<file path="src/rtl/mem_arb_pkg.sv">
// mem_arb_pkg: shared types for the memory port arbiter.
//   state_t : arbiter FSM states (IDLE, BUSY_I, BUSY_D)
//   gnt_t   : which requester owns the downstream command port
//   CMD_RD / CMD_WR : encoding of the dmem/mem cmd bit
package mem_arb_pkg;

    typedef enum logic [1:0] {
        IDLE   = 2'd0,
        BUSY_I = 2'd1,
        BUSY_D = 2'd2
    } state_t;

    typedef enum logic {
        GNT_I = 1'b0,
        GNT_D = 1'b1
    } gnt_t;

    localparam logic CMD_RD = 1'b0;
    localparam logic CMD_WR = 1'b1;

endpackage

</file>
<file path="src/rtl/mem_arb_pick.sv">
// mem_arb_pick: combinational grant picker for the memory port arbiter.
// Optional feature macro: ARB_ROUND_ROBIN_EN
//   defined   -> on contention the port that was not granted last wins
//   undefined -> fixed priority, dmem over imem (last_gnt ignored)
// Ports:
//   eligible_i  in  imem has an eligible command
//   eligible_d  in  dmem has an eligible command
//   lock        in  a stalled grant is being held
//   locked_gnt  in  the held grant
//   last_gnt    in  most recently accepted grant
//   gnt         out selected requester
module mem_arb_pick
    import mem_arb_pkg::*;
(
    input  logic eligible_i,
    input  logic eligible_d,
    input  logic lock,
    input  gnt_t locked_gnt,
    input  gnt_t last_gnt,
    output gnt_t gnt
);

`ifdef ARB_ROUND_ROBIN_EN
    always_comb begin
        gnt = GNT_I;
        if (lock) begin
            gnt = locked_gnt;
        end else if (eligible_i && eligible_d) begin
            // Alternate: whoever was not served last goes first.
            gnt = (last_gnt == GNT_D) ? GNT_I : GNT_D;
        end else if (eligible_d) begin
            gnt = GNT_D;
        end else begin
            gnt = GNT_I;
        end
    end
`else
    logic w_unused_last_gnt;
    assign w_unused_last_gnt = (last_gnt == GNT_D);

    always_comb begin
        gnt = GNT_I;
        if (lock) begin
            gnt = locked_gnt;
        end else if (eligible_d) begin
            gnt = GNT_D;
        end else begin
            gnt = GNT_I;
        end
    end
`endif

endmodule

</file>
<file path="src/rtl/mem_port_arbiter.sv">
// mem_port_arbiter: shares one single-port memory controller between the
// core's imem (read-only) and dmem (read/write) ports. The command mux is
// combinational (no added latency); registered state is limited to the
// grant lock, the read owner (FSM) and the last-grant record.
// Optional feature macro: ARB_ROUND_ROBIN_EN (tested only in mem_arb_pick).
// Ports:
//   clk, rst                   clock, synchronous active-high reset
//   imem_*                     read-only requester (cmd + read return)
//   dmem_*                     read/write requester (cmd + read return + write data)
//   mem_*                      master port to the memory controller
module mem_port_arbiter
    import mem_arb_pkg::*;
#(
    parameter int p_ADDR_BITS = 32,
    parameter int p_DATA_BITS = 32,
    parameter int p_STRB_BITS = p_DATA_BITS / 8
) (
    input  logic                   clk,
    input  logic                   rst,
    // imem requester
    input  logic [p_ADDR_BITS-1:0] imem_addr,
    input  logic [1:0]             imem_size,
    input  logic                   imem_valid,
    output logic                   imem_ready,
    input  logic                   imem_r_ready,
    output logic                   imem_r_valid,
    output logic [p_DATA_BITS-1:0] imem_r_data,
    output logic                   imem_r_resp,
    // dmem requester
    input  logic [p_ADDR_BITS-1:0] dmem_addr,
    input  logic                   dmem_cmd,
    input  logic [1:0]             dmem_size,
    input  logic                   dmem_valid,
    output logic                   dmem_ready,
    input  logic                   dmem_r_ready,
    output logic                   dmem_r_valid,
    output logic [p_DATA_BITS-1:0] dmem_r_data,
    output logic                   dmem_r_resp,
    input  logic                   dmem_w_valid,
    output logic                   dmem_w_ready,
    input  logic [p_STRB_BITS-1:0] dmem_w_strb,
    input  logic [p_DATA_BITS-1:0] dmem_w_data,
    output logic                   dmem_w_resp,
    // memory controller master port
    output logic [p_ADDR_BITS-1:0] mem_addr,
    output logic                   mem_cmd,
    output logic [1:0]             mem_size,
    output logic                   mem_valid,
    input  logic                   mem_ready,
    output logic                   mem_r_ready,
    input  logic                   mem_r_valid,
    input  logic [p_DATA_BITS-1:0] mem_r_data,
    input  logic                   mem_r_resp,
    output logic                   mem_w_valid,
    input  logic                   mem_w_ready,
    output logic [p_STRB_BITS-1:0] mem_w_strb,
    output logic [p_DATA_BITS-1:0] mem_w_data,
    input  logic                   mem_w_resp
);

    state_t r_state;
    logic   r_lock;
    gnt_t   r_lock_gnt;
    gnt_t   r_last_gnt;

    gnt_t   w_gnt;
    logic   w_run;
    logic   w_idle;
    logic   w_elig_i;
    logic   w_elig_d;
    logic   w_win_elig;
    logic   w_accept;
    logic   w_gnt_d;

    // Write data is accepted together with the command, so the controller's
    // separate write-ready carries no extra information here.
    logic   w_unused_mem_w_ready;
    assign w_unused_mem_w_ready = mem_w_ready;

    assign w_run    = !rst;
    assign w_idle   = (r_state == IDLE);
    assign w_elig_i = imem_valid;
    // A dmem write only competes once its data is presented with it.
    assign w_elig_d = dmem_valid && ((dmem_cmd == CMD_RD) || dmem_w_valid);

    mem_arb_pick u_pick (
        .eligible_i (w_elig_i),
        .eligible_d (w_elig_d),
        .lock       (r_lock),
        .locked_gnt (r_lock_gnt),
        .last_gnt   (r_last_gnt),
        .gnt        (w_gnt)
    );

    assign w_gnt_d    = (w_gnt == GNT_D);
    assign w_win_elig = w_gnt_d ? w_elig_d : w_elig_i;

    // Command mux.
    assign mem_valid  = w_run && w_idle && w_win_elig;
    assign w_accept   = mem_valid && mem_ready;
    assign mem_addr   = w_gnt_d ? dmem_addr : imem_addr;
    assign mem_size   = w_gnt_d ? dmem_size : imem_size;
    assign mem_cmd    = w_gnt_d ? dmem_cmd  : CMD_RD;
    assign mem_w_valid = mem_valid && w_gnt_d && (dmem_cmd == CMD_WR);
    assign mem_w_strb = dmem_w_strb;
    assign mem_w_data = dmem_w_data;

    assign imem_ready   = w_accept && !w_gnt_d;
    assign dmem_ready   = w_accept && w_gnt_d;
    assign dmem_w_ready = dmem_ready && (dmem_cmd == CMD_WR);
    assign dmem_w_resp  = dmem_w_ready && mem_w_resp;

    // Read return routing: only the owner of the outstanding read sees it.
    assign mem_r_ready  = w_run && (((r_state == BUSY_I) && imem_r_ready) ||
                                    ((r_state == BUSY_D) && dmem_r_ready));
    assign imem_r_valid = w_run && (r_state == BUSY_I) && mem_r_valid;
    assign dmem_r_valid = w_run && (r_state == BUSY_D) && mem_r_valid;
    assign imem_r_data  = mem_r_data;
    assign dmem_r_data  = mem_r_data;
    assign imem_r_resp  = mem_r_resp;
    assign dmem_r_resp  = mem_r_resp;

    always_ff @(posedge clk) begin
        if (rst) begin
            r_state    <= IDLE;
            r_lock     <= 1'b0;
            r_lock_gnt <= GNT_I;
            r_last_gnt <= GNT_D;
        end else begin
            case (r_state)
                IDLE: begin
                    // Hold a stalled grant so the other port cannot steal
                    // the command slot mid-handshake.
                    r_lock     <= mem_valid && !mem_ready;
                    r_lock_gnt <= w_gnt;
                    if (w_accept) begin
                        r_last_gnt <= w_gnt;
                        if (mem_cmd == CMD_RD) begin
                            r_state <= w_gnt_d ? BUSY_D : BUSY_I;
                        end
                    end
                end
                BUSY_I: begin
                    if (mem_r_valid && imem_r_ready) begin
                        r_state <= IDLE;
                    end
                end
                BUSY_D: begin
                    if (mem_r_valid && dmem_r_ready) begin
                        r_state <= IDLE;
                    end
                end
                default: begin
                    r_state <= IDLE;
                end
            endcase
        end
    end

endmodule

</file>
<file path="config.mk">
export PLATFORM = sky130hd
export DESIGN_NAME = mem_port_arbiter
export DESIGN_NICKNAME = d
export VERILOG_FILES = /design/src/rtl/mem_arb_pkg.sv /design/src/rtl/mem_arb_pick.sv /design/src/rtl/mem_port_arbiter.sv
export SDC_FILE = /design/constraint.sdc
export NUM_CORES = 1
export LEC_CHECK = 0
export ABC_AREA = 1
export CAP_MARGIN = 30
export CORE_AREA = 2 2 115 117
export CTS_BUF_LIST = sky130_fd_sc_hd__clkbuf_16
export DETAILED_ROUTE_END_ITERATION = 8
export DIE_AREA = 0 0 117 119
export MAX_ROUTING_LAYER = met4
export PLACE_DENSITY_LB_ADDON = 0.3
export SYNTH_ARGS = -nofsm -noshare
export SYNTH_HDL_FRONTEND = slang
export SYNTH_SLANG_ARGS = --single-unit
</file>
<file path="constraint.sdc">
create_clock -name clk -period 1.35 [get_ports clk]
set_input_delay 0.27 -clock clk [delete_from_list [all_inputs] [get_ports clk]]
set_output_delay 0.27 -clock clk [all_outputs]
set_load 0.005 [all_outputs]
</file>
### Word-level counts from Yosys, hierarchy flattened

Index checks and enable logic that the tools add are counted.

* flip-flop bits (word level): 4
* word-level logic and storage cells: 49
* output and inout bits: 146

* equal/unequal tests: 6
* multiplexer cells: 12
* reduce and logical (&&, ||, !) cells: 27
* bitwise logic cells: 1

Operator list (count)
* 32-bit two-way mux: 1
* 1-bit logical AND: 20
* 2-bit two-way mux: 6
* 2-bit by 1-bit inequality test with 1-bit output, second input constant: 3
* 2-bit one-hot mux with 3 select lines: 1
* 1-bit two-way mux: 4
* 4-bit AND reduction: 1
* 1-bit zero test: 3
* 2-bit by 1-bit == test with 1-bit output, second input constant: 1
* 2-bit == test, second input constant: 1
* 2-bit zero test: 1
* 1-bit logical OR: 2
* 2-bit inequality test, second input constant: 1
* 1-bit inverter: 1

### Longest topological paths before layout

Gate-level depths: netlist of run 1.

* depth in word-level cells: 11
* depth in mapped cells: 9
* mapped depth without buffers: 9

### By module

From an unflattened synthesis of run 1, not the netlist that was laid out.

* cell total of the unflattened synthesis: 277
* area total of the unflattened synthesis: 1584.0 sq um

Modules (own cells, without submodules)
* mem_port_arbiter: cells an instance 273, instances 1, area an instance 1569.0 sq um
* mem_arb_pick: cells an instance 4, instances 1, area an instance 15.0 sq um

### Least setup slack after synthesis of run 1

Ideal clock, no wire load.

* path type: flip-flop to output port
* start point: reg r_state[1]
* end point: out dmem_w_resp
* data arrival time: 1074 ps
* cell stages (with the launch flop): 7
* setup slack: 6 ps
* required time: 1080 ps
* path buffers: 0
* cells stage by stage: dfxtp_1 > nor2_4 > nand2_1 > a21oi_2 > nand3_2 > nor2_2 > and3_1

* longest elaborated chain between the ends: 7

Ends and longest elaborated chain
* start, declared: RTL line mem_port_arbiter.sv:61 `state_t r_state;`
* start signal, assigned: RTL line mem_port_arbiter.sv:139 `r_state <= w_gnt_d ? BUSY_D : BUSY_I;`
* 2-bit zero test: RTL line mem_port_arbiter.sv:81 `assign w_idle = (r_state == IDLE);`
* 1-bit logical AND (2 in series): RTL line mem_port_arbiter.sv:99 `assign mem_valid = w_run && w_idle && w_win_elig;`
* 1-bit logical AND: RTL line mem_port_arbiter.sv:100 `assign w_accept = mem_valid && mem_ready;`
* 1-bit logical AND: RTL line mem_port_arbiter.sv:109 `assign dmem_ready = w_accept && w_gnt_d;`
* net dmem_ready: RTL line mem_port_arbiter.sv:34 `output logic dmem_ready,`
* 1-bit logical AND: RTL line mem_port_arbiter.sv:110 `assign dmem_w_ready = dmem_ready && (dmem_cmd == CMD_WR);`
* 1-bit logical AND: RTL line mem_port_arbiter.sv:111 `assign dmem_w_resp = dmem_w_ready && mem_w_resp;`
* end, declared: RTL line mem_port_arbiter.sv:43 `output logic dmem_w_resp,`

The timed path passes the listed nets, and every way through them passes these cells.

### Worst setup path after layout of run 1

* start point: reg r_lock_gnt
* end point: out dmem_w_resp

* longest elaborated chain between the ends: 7

Ends and longest elaborated chain
* start, declared: RTL line mem_port_arbiter.sv:63 `gnt_t r_lock_gnt;`
* start signal, assigned: RTL line mem_port_arbiter.sv:135 `r_lock_gnt <= w_gnt;`
* 1-bit two-way mux (*): RTL line mem_arb_pick.sv:43 `if (lock) begin`
* 1-bit two-way mux: RTL line mem_port_arbiter.sv:96 `assign w_win_elig = w_gnt_d ? w_elig_d : w_elig_i;`
* 1-bit logical AND: RTL line mem_port_arbiter.sv:99
* 1-bit logical AND: RTL line mem_port_arbiter.sv:100
* 1-bit logical AND (*): RTL line mem_port_arbiter.sv:109
* 1-bit logical AND (*): RTL line mem_port_arbiter.sv:110
* 1-bit logical AND (*): RTL line mem_port_arbiter.sv:111

Every way passes the cells marked *; elsewhere a longest branch is shown, timed or not.

==> results by group, run 1 <==
Run status
  – Status: complete, but fails checks
  – Failing checks: setup timing

STA
  – Worst-Margin Slew: 0.181 ns
  – Min Tclk post-route: 1.70 ns
  – Clk_skew: 0.00122 ns
  – Final Cycle Share: 126%
  – Final setup fails: 44
  – Setup TNS: -11.97 ns
  – RSZ-0062 raised after global routing: yes
  – Slew headroom: 87.8%
  – Fmax: 588 MHz
  – Fin. max-slew vios: 0
  – Final hold viol count: 0
  – Final WS setup: -0.352 ns

Global routing
  – Total Routing Usage GR: 7.83%
  – Met2 Use GR: 14.3%
  – Gr ovfl total: 0
  – GR Util met3: 2.14%
  – GRT met1 Usage: 6.86%
  – First-pass GRT wire length: 8250 µm
  – Vias in the first global route: 1,799
  – Largest net degree at the start of global routing: 10
  – Initial antenna violation count: 0
  – Most crowded layer after global routing: met2

CTS
  – Clock root cell: clkbuf_16
  – Clock Sinks: 4
  – Latest clock arrival within the worst-skew pair: 0.22 ns
  – Clock-pin slew on the worst setup and hold paths: 0.03 ns
  – CTS buffer count: 3
  – H-tree Lvls: 1
  – CTS tree: yes
  – Maximum clock insertion buffer count: 2

Placement
  – Port bufs: 122
  – RePlAce Congestion: 0.690
  – Dpl cells: 478
  – Post-DP HPWL: 4070 µm

Synthesis
  – Top-area cell type share of the netlist area: 50.6%
  – Mapped Area: 1540 µm²
  – Register area share after synthesis: 5.19%
  – Syn nets: 420
  – YS warnings: 0
  – Post-synth top area cell: buf_4
  – Yosys reg bits: 4
  – Top cells by area, synth: buf_4 (51%), nand2_1 (29%), dfxtp_1 (5.2%)
  – Mapped Cells: 271
  – Netlist cell types: 21
  – Syn Area/Cell: 5.69 µm²

Cells and area
  – Finished Core Util: 22.6%
  – Multi-input gate area: 923 µm²
  – Fillers: 1,448
  – Nets: 479
  – Layout area overhead: 88.4%
  – FF+latch area: 83.8 µm²
  – Share of layout cells above drive strength 1: 54.0%
  – ANT cells: 0
  – Final std cells w/o fill: 504

Power
  – Part of the power in registers: 8.5%
  – Clock Power Share: 27.8%
  – PD cells: 558 nW/µm²
  – Leak: 1.43 nW
  – Combinational power share: 63.7%
  – Int Power: 0.00111 W
  – Switching Fraction: 31.3%
  – IR drop worst, VDD: 0.000468 V
  – Sw Pwr: 0.000507 W

Setup path
  – Setup CP Type: reg -> out
  – Startpoint types: flip-flop
  – Critical Path RT: 1.08 ns
  – CP max stage cell: dfxtp_1
  – Crit path DAT: 1.43 ns
  – Crit end category: primary output
  – Critical path's largest stage delay: 0.33 ns
  – Worst Path Max Fanout: 4
  – CP cell instances: nand2_4 > inv_1 > a21oi_2 > buf_4 > nand3_4 > nor2_4 > and3_1 > buf_2

Floorplan
  – Die ar.: 13,900 µm²
  – Chip height: 119 µm
  – # rows: 42
  – Initial Util: 12.0%
  – Die W: 117 µm
  – Core area: 12,900 µm²
  – # IOs: 295

Detailed routing
  – Initial drt markers: 18
  – Drt total wl: 5720 µm
  – Vias per inst: 3.38
  – Post-DRT Antenna Nets: 0
  – DR WL/cell: 11.4 µm
  – Via total after detailed routing: 1,703
  – Drt pass-1 iters: 4
  – Drt drc: 0

Worst hold path
  – Tightest Hold Check Type: in -> out

Run
  – Max Cap Viol: 0
[worst paths after layout]
kind,depth (start not counted),startpoint,end,slack [ns]
setup / recovery,8,r_lock_gnt,dmem_w_resp,-0.35
hold / removal,0,mem_r_data[2],imem_r_data[2],0.54
setup reg to reg,10,r_lock_gnt,r_state[1],-0.12
hold reg to reg,2,r_lock_gnt,r_lock_gnt,0.56
[layout make-up]
cell class                      instances  share of cell area [%]
Sequential cell                         4                    2.88
Inverter                               16                    2.41
Timing Repair Buffer                  163                    52.8
Clock buffer                            3                    2.58
Tap cell                              176                    7.58
Multi-Input combinational cell        142                    31.8
[Yosys cell counts (all sizes together)]
cell type	instances
a21oi	4
and3	1
buf	106
clkbuf	3
dfxtp	4
inv	16
nand2	119
nand3	3
nand4	1
nor2	8
nor3	2
nor4	2
o211ai	1
o21a	1
[power by group through the flow]
| stage | clock [W] | combinational [W] | sequential (W) |
|---|---|---|---|
| finish | 0.000452 | 0.00103 | 0.000138 |
| global route | 0.000473 | 0.00112 | 0.000138 |
| CTS | 0.000457 | 0.000991 | 0.000136 |
| detailed placement | 0 | 0.000819 | 0.000135 |
| global placement | 0 | 0.000818 | 0.000134 |
| floorplan | 0 | 0.000479 | 0.000135 |
[stage by stage]
stage	hold WS (ns)	total power (W)	area (µm²)	setup slack (ns)
floorplan	0.339	0.000614	1540	0.00641
global placement	0.480	0.000952	2350	-0.917
detailed placement	0.500	0.000954	2350	-0.954
CTS	0.513	0.00158	2770	-0.354
global route	0.540	0.00173	2910	-0.447
finish	0.540	0.00162	2910	-0.352
[placed cells by master, fill, tap and decap left out]
cell type / instances
buf_2: 39
o21a_1: 1
nor2_1: 2
clkdlybuf4s15_1: 2
clkbuf_16: 3
buf_12: 7
nand2_4: 13
buf_6: 14
nand2_1: 55
nand3_4: 2
inv_2: 6
buf_8: 2
nor3_2: 2
and3_1: 1
a21oi_1: 2
a21oi_2: 2
nor2_4: 6
nand2_2: 50
dlygate4sd2_1: 4
dfxtp_2: 3
inv_4: 1
buf_4: 19
nand3_2: 1
nand4_1: 1
dfxtp_1: 1
o211ai_1: 1
inv_8: 1
nor4_4: 2
clkdlybuf4s50_1: 73
inv_1: 8
nand2_8: 1
buf_16: 3
[per-layer routing]
metal | share of wire (%) | vias up
li1 | - | 829
met1 | 31 | 737
met2 | 54 | 93
met3 | 8.7 | 44
met4 | 5.7 | 0
met5 | 0 | -
[critical path, delay by kind of cell, from the launching register on]
kind / cells / cell delay [ns]
buffers and inverters: 3 / 0.30
flip-flops: 1 / 0.33
AO/OA/AOI/OAI: 1 / 0.15
AND/OR/NAND/NOR: 4 / 0.41
[sequential cells by signal, summed over array words and instances (netlist names)]
name        cells
r_lock_gnt      1
r_lock          1
r_state         2
[cells by family (layout without fill, tap and decap cells)]
kind of cell / Yosys count / in the layout / synth area share, %
AO/OA/AOI/OAI: 6 / 6 / 2.51
AND/OR/NAND/NOR: 136 / 136 / 36.4
buffers and inverters: 125 / 182 / 55.9
flip-flops: 4 / 4 / 5.19
[timing repair]
action / in CTS / in global routing
endpoints found under the setup margin: 47 / 46
resized for setup: 276 / 43
gates cloned: 4 / 0
hold buffers: 0 / 0
setup buffers: 21 / 5
pin swaps: 21 / 14
Note: power is estimated with default switching activity, not from simulation.
==> run 2, diff against run 1 <==
- CORE_AREA: 2 2 115 117 -> 5 5 111 113
- DIE_AREA: 0 0 117 119 -> 0 0 116 118
==> results by group, run 2 (synthesized netlist as in run 1, its figures left out) <==
STA
  – Fmax: 570 MHz
  – Final setup fails: 45
  – RSZ-0062 raised after global routing: yes
  – Setup TNS: -13.81 ns
  – Final hold viol count: 0
  – Clk_skew: 0.00136 ns
  – Slew headroom: 88.3%
  – Worst-Margin Slew: 0.174 ns
  – Final WS setup: -0.405 ns
  – Min Tclk post-route: 1.76 ns
  – Final Cycle Share: 130%
  – Fin. max-slew vios: 0

Cells and area
  – Final std cells w/o fill: 478
  – Share of layout cells above drive strength 1: 56.1%
  – Max reg flops: 2
  – Final Cell Area: 3160 µm²
  – Layout area overhead: 105%
  – Commonest cells after routing, fill and taps aside: clkdlybuf4s50_1 (73), nand2_1 (52), nand2_2 (42)
  – Nets: 486
  – Commonest non-fill, non-tap cell in the layout: clkdlybuf4s50_1
  – ANT cells: 0
  – Regs by FF count: r_state (2), r_lock (1), r_lock_gnt (1)
  – Largest register by flop count: r_state
  – Fillers: 1,227

Detailed routing
  – Initial drt markers: 18
  – Post-DRT Antenna Nets: 0
  – Via total after detailed routing: 1,751
  – Drt pass-1 iters: 4
  – Drt total wl: 7570 µm
  – Vias per inst: 3.66
  – Drt drc: 0
  – DR WL/cell: 15.8 µm

Global routing
  – Total Routing Usage GR: 9.57%
  – Initial antenna violation count: 0
  – First-pass GRT wire length: 9660 µm
  – Largest net degree at the start of global routing: 19
  – Gr ovfl total: 0
  – Vias in the first global route: 1,729

Floorplan
  – Core area: 11,200 µm²
  – # IOs: 295
  – Chip height: 118 µm
  – # rows: 39
  – Die ar.: 13,700 µm²
  – Initial Util: 13.7%
  – Die W: 116 µm

Power
  – Sw Pwr: 0.000579 W
  – Switching Fraction: 32.1%
  – IR drop worst, VDD: 0.000406 V
  – PD cells: 570 nW/µm²
  – Leak: 1.57 nW
  – Tot Pwr: 0.00180 W
  – Int Power: 0.00122 W
  – Combinational power share: 67.0%
  – Clock Power Share: 25.3%
  – Part of the power in registers: 7.7%

Run status
  – Status: complete, but fails checks
  – Failing checks: setup timing

CTS
  – CTS buffer count: 3
  – Clock Sinks: 4
  – Latest clock arrival within the worst-skew pair: 0.22 ns
  – H-tree Lvls: 1
  – Clock root cell: clkbuf_16
  – Clock-pin slew on the worst setup and hold paths: 0.03 ns
  – CTS tree: yes
  – Hold buffers post-CTS: 0
  – Maximum clock insertion buffer count: 2

Placement
  – Port bufs: 122
  – Post-DP HPWL: 4750 µm
  – Placed instance area: 2290 µm²
  – RePlAce Congestion: 0.670
  – Pre-CTS setup slack: -0.925 ns
  – Dpl cells: 442

Setup path
  – Worst Setup SP: r_state[1]
  – RR Endpoint: r_state[1]
  – Cells on worst reg2reg path: 10
  – Crit path DAT: 1.49 ns
  – Setup slack, reg-to-reg: -0.08 ns
  – Startpoint types: flip-flop
  – Reg-to-reg startpoint: r_lock
  – Critical Path RT: 1.08 ns
  – Worst Path Max Fanout: 4
  – Crit end category: primary output
  – Setup CP Type: reg -> out

Worst hold path
  – Hold Path End: r_state[1]
  – Hold Startpoint: rst
  – Tightest Hold Check Type: in -> reg
  – Hold path cells: 3

Run
  – Max Cap Viol: 0
==> run 2: cell types whose count changed in the layout (fill, tap and decap cells not counted), sizes merged <==
| cell | previous run | this run |
|---|---|---|
| clkdlybuf4s15 | 2 | 4 |
| buf | 84 | 87 |
| clkbuf | 3 | 6 |
| inv | 16 | 17 |
| dlygate4sd2 | 4 | 2 |
==> run 2: layout make-up <==
type / count / area (µm²) / area share [%]
flip-flops and latches: 4 / 85.1 / 2.69
clock buffers: 3 / 75.1 / 2.37
well taps: 143 / 179 / 5.66
inverters: 16 / 78.8 / 2.49
multi-input cells: 142 / 990 / 31.3
repair inverters: 1 / 11.3 / 0.356
repair buffers: 169 / 1740 / 55.1
==> run 2: layer usage <==
metal,GRT usage [%],part of all wire [%],vias up
met5,-,0,-
met4,5.73,6.2,0
met3,2.47,9.6,49
met2,15.7,49,120
met1,10.2,36,741
li1,-,-,841
==> run 2: worst max-delay path, stage by stage, from the launching register on <==
cell,delay (ns)
dfxtp_2,0.32
nor2_4,0.11
nand2_2,0.07
a21oi_2,0.13
buf_4,0.14
nand3_4,0.10
nor2_4,0.12
and3_4,0.18
buf_6,0.09
==> run 2: power by group through the flow <==
stage | Combinational (W) | Clock, W | Sequential [W]
final | 0.00121 | 0.000456 | 0.000138
after global placement | 0.000804 | 0 | 0.000135
after global routing | 0.00130 | 0.000473 | 0.000139
after floorplan | 0.000479 | 0 | 0.000135
after detailed placement | 0.000804 | 0 | 0.000135
after CTS | 0.00103 | 0.000461 | 0.000137
==> run 2: worst max-delay path by stage <==
stage / endpoint / slack, ns / cells past startpoint
floorplan: dmem_w_resp / 0.006 / 6
global placement: imem_ready / -0.89 / 9
detailed placement: imem_ready / -0.92 / 9
CTS: mem_addr[3] / -0.40 / 9
global route: dmem_w_resp / -0.49 / 8
finish: dmem_w_resp / -0.41 / 8
==> run 2: timing repair <==
action / in CTS / in global routing
gates cloned: 5 / 5
buffers inserted: 20 / 12
setup endpoints to repair: 48 / 46
pin swaps: 42 / 26
gates resized for setup: 276 / 79
==> run 2: per-stage QoR <==
| step | utilization [%] | hold WS, ns |
|---|---|---|
| after floorplan | - | 0.339 |
| after global placement | 20.4 | 0.540 |
| after detailed placement | 20.4 | 0.540 |
| after CTS | 24.8 | 0.517 |
| after global routing | 28.2 | 0.521 |
| final | 28.2 | 0.483 |
==> run 3, diff against run 2 <==
- CORE_AREA: 5 5 111 113 -> 2 2 115 117
- DIE_AREA: 0 0 116 118 -> 0 0 117 119
==> results of run 3 <==
Same layout as run 1: the final DEF is identical, and so are final timing and power.
